===== config.mk =====
export PLATFORM = sky130hd
export DESIGN_NAME = ir_encoder_tx
export DESIGN_NICKNAME = d
export VERILOG_FILES = /design/src/rtl/ir_encoder_tx.sv
export SDC_FILE = /design/constraint.sdc
export NUM_CORES = 1
export LEC_CHECK = 0
export CAP_MARGIN = 20
export CORE_MARGIN = 1.5
export CORE_UTILIZATION = 55
export CTS_BUF_LIST = sky130_fd_sc_hd__clkbuf_4 sky130_fd_sc_hd__clkbuf_8
export DETAILED_ROUTE_END_ITERATION = 6
export MAX_ROUTING_LAYER = met4
export PLACE_DENSITY = 0.8
export SYNTH_ARGS = -nofsm -noshare
export SYNTH_HDL_FRONTEND = slang
export SYNTH_SLANG_ARGS = --single-unit

===== constraint.sdc =====
create_clock -name clk -period 4 [get_ports clk]
set_input_delay 0.8 -clock clk [delete_from_list [all_inputs] [get_ports clk]]
set_output_delay 0.8 -clock clk [all_outputs]
set_load 0.005 [all_outputs]

===== src/rtl/ir_encoder_tx.sv =====
// ir_encoder_tx: pulse-distance IR frame transmitter.
// A frame is a 140-tick sync low pulse, then a start symbol and 32 command bits
// (LSB first). Each symbol is a high space followed by a fixed low mark, so the
// rising edges are exactly one symbol period apart.
// Optional feature: define IR_TX_GUARD_EN to add a post-frame GUARD idle state
// before done is raised.
module ir_encoder_tx #(
   parameter int T0_TICKS    = 441,
   parameter int T1_TICKS    = 890,
   parameter int START_TICKS = 2002,
   parameter int MARK_TICKS  = 140,
   parameter int GUARD_TICKS = 4096
) (
   input  logic        clk,
   input  logic        rst,
   input  logic        enable,
   input  logic        start,
   input  logic [31:0] command,
   output logic        busy,
   output logic        done,
   output logic        ir_output
);

   // All tick periods share one 13-bit counter, so they must fit in it.
   if (MARK_TICKS < 1 || T0_TICKS <= MARK_TICKS || T1_TICKS <= MARK_TICKS ||
       START_TICKS <= MARK_TICKS || T0_TICKS > 8192 || T1_TICKS > 8192 ||
       START_TICKS > 8192 || GUARD_TICKS < 1 || GUARD_TICKS > 8192) begin : g_bad_params
      $error("ir_encoder_tx: tick parameters out of range");
   end

   typedef enum logic [2:0] {
      S_IDLE  = 3'd0,
      S_SYNC  = 3'd1,
      S_SPACE = 3'd2,
      S_MARK  = 3'd3
`ifdef IR_TX_GUARD_EN
      , S_GUARD = 3'd4
`endif
   } state_t;

   localparam logic [12:0] MARK_LAST = 13'(MARK_TICKS - 1);
   localparam logic [12:0] MARK_W    = 13'(MARK_TICKS);
   localparam logic [12:0] T0_W      = 13'(T0_TICKS);
   localparam logic [12:0] T1_W      = 13'(T1_TICKS);
   localparam logic [12:0] START_W   = 13'(START_TICKS);
`ifdef IR_TX_GUARD_EN
   localparam logic [12:0] GUARD_LAST = 13'(GUARD_TICKS - 1);
`endif

   state_t      state_q, state_d;
   logic [12:0] tick_q, tick_d;
   logic [5:0]  sym_q, sym_d;
   logic [31:0] shreg_q, shreg_d;
   logic        ir_q, ir_d;
   logic        busy_q, busy_d;
   logic        done_q, done_d;
   logic [12:0] period;
   logic [12:0] space_last;

   // Period of the current symbol: symbol 0 is the start symbol, the rest are
   // data bits taken from the low end of the shift register.
   always_comb begin
      period = T0_W;
      if (sym_q == 6'd0) begin
         period = START_W;
      end else if (shreg_q[0]) begin
         period = T1_W;
      end
      space_last = period - MARK_W - 13'd1;
   end

   // Next-state and registered-output logic; nothing moves without enable
   // except accepting a start in IDLE.
   always_comb begin
      state_d = state_q;
      tick_d  = tick_q;
      sym_d   = sym_q;
      shreg_d = shreg_q;
      ir_d    = ir_q;
      busy_d  = busy_q;
      done_d  = 1'b0;
      case (state_q)
         S_IDLE: begin
            if (start) begin
               shreg_d = command;
               tick_d  = '0;
               sym_d   = '0;
               busy_d  = 1'b1;
               ir_d    = 1'b0;
               state_d = S_SYNC;
            end
         end
         S_SYNC: begin
            if (enable) begin
               if (tick_q == MARK_LAST) begin
                  tick_d  = '0;
                  sym_d   = '0;
                  ir_d    = 1'b1;
                  state_d = S_SPACE;
               end else begin
                  tick_d = tick_q + 13'd1;
               end
            end
         end
         S_SPACE: begin
            if (enable) begin
               if (tick_q == space_last) begin
                  tick_d  = '0;
                  ir_d    = 1'b0;
                  state_d = S_MARK;
               end else begin
                  tick_d = tick_q + 13'd1;
               end
            end
         end
         S_MARK: begin
            if (enable) begin
               if (tick_q == MARK_LAST) begin
                  tick_d = '0;
                  ir_d   = 1'b1;
                  sym_d  = sym_q + 6'd1;
                  if (sym_q != 6'd0) begin
                     shreg_d = shreg_q >> 1;
                  end
                  if (sym_q == 6'd32) begin
`ifdef IR_TX_GUARD_EN
                     state_d = S_GUARD;
`else
                     state_d = S_IDLE;
                     busy_d  = 1'b0;
                     done_d  = 1'b1;
`endif
                  end else begin
                     state_d = S_SPACE;
                  end
               end else begin
                  tick_d = tick_q + 13'd1;
               end
            end
         end
`ifdef IR_TX_GUARD_EN
         S_GUARD: begin
            if (enable) begin
               if (tick_q == GUARD_LAST) begin
                  tick_d  = '0;
                  state_d = S_IDLE;
                  busy_d  = 1'b0;
                  done_d  = 1'b1;
               end else begin
                  tick_d = tick_q + 13'd1;
               end
            end
         end
`endif
         default: begin
            state_d = S_IDLE;
         end
      endcase
   end

   // State and output registers; reset forces the idle line level at once.
   always_ff @(posedge clk or posedge rst) begin
      if (rst) begin
         state_q <= S_IDLE;
         tick_q  <= '0;
         sym_q   <= '0;
         shreg_q <= '0;
         ir_q    <= 1'b1;
         busy_q  <= 1'b0;
         done_q  <= 1'b0;
      end else begin
         state_q <= state_d;
         tick_q  <= tick_d;
         sym_q   <= sym_d;
         shreg_q <= shreg_d;
         ir_q    <= ir_d;
         busy_q  <= busy_d;
         done_q  <= done_d;
      end
   end

   assign busy      = busy_q;
   assign done      = done_q;
   assign ir_output = ir_q;

endmodule


==> impl_metrics.env <==
export IMPL_status="completed"
export IMPL_whs_path_depth=2
export IMPL_fillers=431
export IMPL_multi_input_area_um2=1390
export IMPL_initialDrtViolationCount=138
export IMPL_path_max_fanout=46
export IMPL_worstPathRequired_ps=4200
export IMPL_async_flop_share=1.00
export IMPL_die_w_um=75.5
export IMPL_clockBufferDepth=2
export IMPL_ys_flop_type="dfrtp_1"
export IMPL_period_share=0.675
export IMPL_postCtsSetupBuffers=0
export IMPL_cts_buffers=5
export IMPL_nets=370
export IMPL_synthDistinctLibCells=41
export IMPL_grt_max_degree=49
export IMPL_seq_area_um2=1400
export IMPL_ctsResizeCount=0
export IMPL_hold_start="shreg_q[17]"
export IMPL_critical_path_startpoint="tick_q[0]"
export IMPL_critPathKind="reg -> reg"
export IMPL_synth_seq_cells=56
export IMPL_synth_edf_count=0
export IMPL_synth_nets=337
export IMPL_synthCells=298
export IMPL_num_io_pins=39
export IMPL_route_detailed_drc=0
export IMPL_ctsHoldBuffers=0
export IMPL_wl_um=5510
export IMPL_grt_pass1_vias=2090
export IMPL_synthesis_area_um2=2890
export IMPL_min_period_ps=2700
export IMPL_final_max_slew_viol_count=0
export IMPL_fin_setup_tns_ps=0
export IMPL_place_hpwl_um=3830
export IMPL_rr_worst_depth=7
export IMPL_crit_path_end_kind="flop"
export IMPL_r2r_start="tick_q[0]"
export IMPL_final_cell_mix="dfrtp_1, nand2_1, o21ai_0, clkdlybuf4s50_1, mux2i_1"
export IMPL_hp_class="reg -> reg"
export IMPL_maxCapViolCount=0
export IMPL_final_hold_viol_count=0
export IMPL_ys_seq_area_frac=0.485
export IMPL_cts_root_buf="clkbuf_8"
export IMPL_antenna_found_initial=0
export IMPL_setup_viol=0
export IMPL_htree_levels=2
export IMPL_dr_total_vias=2198
export IMPL_cts_sinks=56
export IMPL_tritoncts="done"
export IMPL_diodes=0
export IMPL_cp_arrival_ps=2900
export IMPL_p_leak_nw=1.57
export IMPL_hold_path_end="shreg_q[17]"
export IMPL_p_per_area_nw_per_um2=438
export IMPL_max_freq_mhz=370
export IMPL_drive_gt1_frac=0.0697
export IMPL_final_cells=400
export IMPL_vias_per_cell=5.50
export IMPL_postSynthAreaPerCell_um2=9.70
export IMPL_start_util=0.570
export IMPL_startpoint_type="flop"
export IMPL_rsz0062_at_grt="false"
export IMPL_areaGrowthSynthToFinish_pct=19.0
export IMPL_core_um2=5070
export IMPL_r2r_slack_ps=1300
export IMPL_io_buffers=38
export IMPL_grt_first_pass_wirelength_um=9300
export IMPL_dr_pass1_iters=4
export IMPL_track_usage=0.221
export IMPL_gp_congestion=0.833
export IMPL_clk_latency_ps=310
export IMPL_tightest_slew_ps=904
export IMPL_reg2reg_to="shreg_q[3]"
export IMPL_num_rows=26
export IMPL_skew_ps=8.55
export IMPL_post_drt_wl_per_cell_um=13.8
export IMPL_slew_headroom=0.396
export IMPL_die_h_um=75.5
export IMPL_yosysWarnings=0
export IMPL_overflow=0
export IMPL_clk_pin_slew_ps=100
export IMPL_dp_cells=393
export IMPL_peakVddDrop_mv=0.282
export IMPL_ant_nets=0
export IMPL_final_common_cell="dfrtp_1"
export IMPL_dieArea_um2=5700
-- metrics by stage --
stage               power (mW)  area [um^2]  utilization  setup WS [ps]  hold WS (ps)
floorplan                 1.05         2890            -           1830           438
detailed placement        1.16         3320        0.654           1100           470
global placement          1.14         3320        0.654           1130           463
global route              1.61         3440        0.678           1090           520
CTS                       1.52         3420        0.674           1290           492
finish                    1.51         3440        0.678           1300           489
-- cell usage after synthesis (all sizes together) (2+ instances only) --
library cell,count,share of area
mux2i,33,0.11
a21oi,2,0.0048
dfrtp,55,0.48
o21ai,47,0.081
nand3,12,0.023
nand2b,4,0.0087
a22o,3,0.0091
inv,5,0.0065
nor3,6,0.010
nor3b,6,0.016
xnor2,2,0.0061
ha,3,0.013
nor2,10,0.013
nand2,49,0.064
nor2b,7,0.015
nor4b,2,0.011
a211o,2,0.0061
a21o,5,0.013
o2bb2ai,2,0.0061
buf,14,0.025
clkbuf,5,0.0065
and3,10,0.022
-- cells by family (layout without fill, tap and decap cells) --
group           count (synthesis)  after routing  synth area share
buf+inv                        24             56            0.0381
flops                          56             56             0.485
xor+xnor                        3              3           0.00909
mux                            34             34             0.118
compound gates                 67             67             0.139
fa+ha+maj                       3              3            0.0130
simple gates                  111            111             0.197
-- worst max path at each step --
stage	end	cells after the start
global route	shreg_q[12]	7
finish	shreg_q[3]	7
detailed placement	shreg_q[3]	5
floorplan	busy	1
CTS	shreg_q[12]	7
global placement	shreg_q[12]	5
-- report_power, final --
group          total [mW]  switching, mW  internal (mW)
Combinational       0.289          0.145          0.144
Sequential          0.861          0.117          0.744
Clock               0.356          0.176          0.180
Total                1.51          0.438           1.07
-- critical path: stages (launching register included) --
cell and delay [ps]:
dfrtp_1 460, ha_1 260, nor4bb_1 150, and4_1 240
and3_1 260, a21oi_4 750, buf_4 350, o21ai_0 110
-- state kept, by name, indices dropped and copies added, names as in the netlist --
| register | cells |
|---|---|
| done | 1 |
| shreg_q | 32 |
| state_q | 2 |
| ir_output | 1 |
| tick_q | 13 |
| busy | 1 |
| sym_q | 6 |
-- per-layer routing --
layer  vias to the layer above  global-route usage  part of all wire
met3                         8              0.0476             0.034
li1                       1109                   -                 -
met4                         0              0.0774             0.013
met5                         -                   -                 0
met2                        42               0.352              0.48
met1                      1039               0.280              0.48
-- area by class of cell --
cell class                      instances  area share
Clock buffer                            5      0.0200
Clock inverter                          1     0.00873
Inverter                                5     0.00546
Multi-Input combinational cell        218       0.403
Sequential cell                        56       0.408
Tap cell                               70      0.0255
Timing Repair Buffer                   45       0.130
No activity file was read; power rests on OpenSTA's default activity.
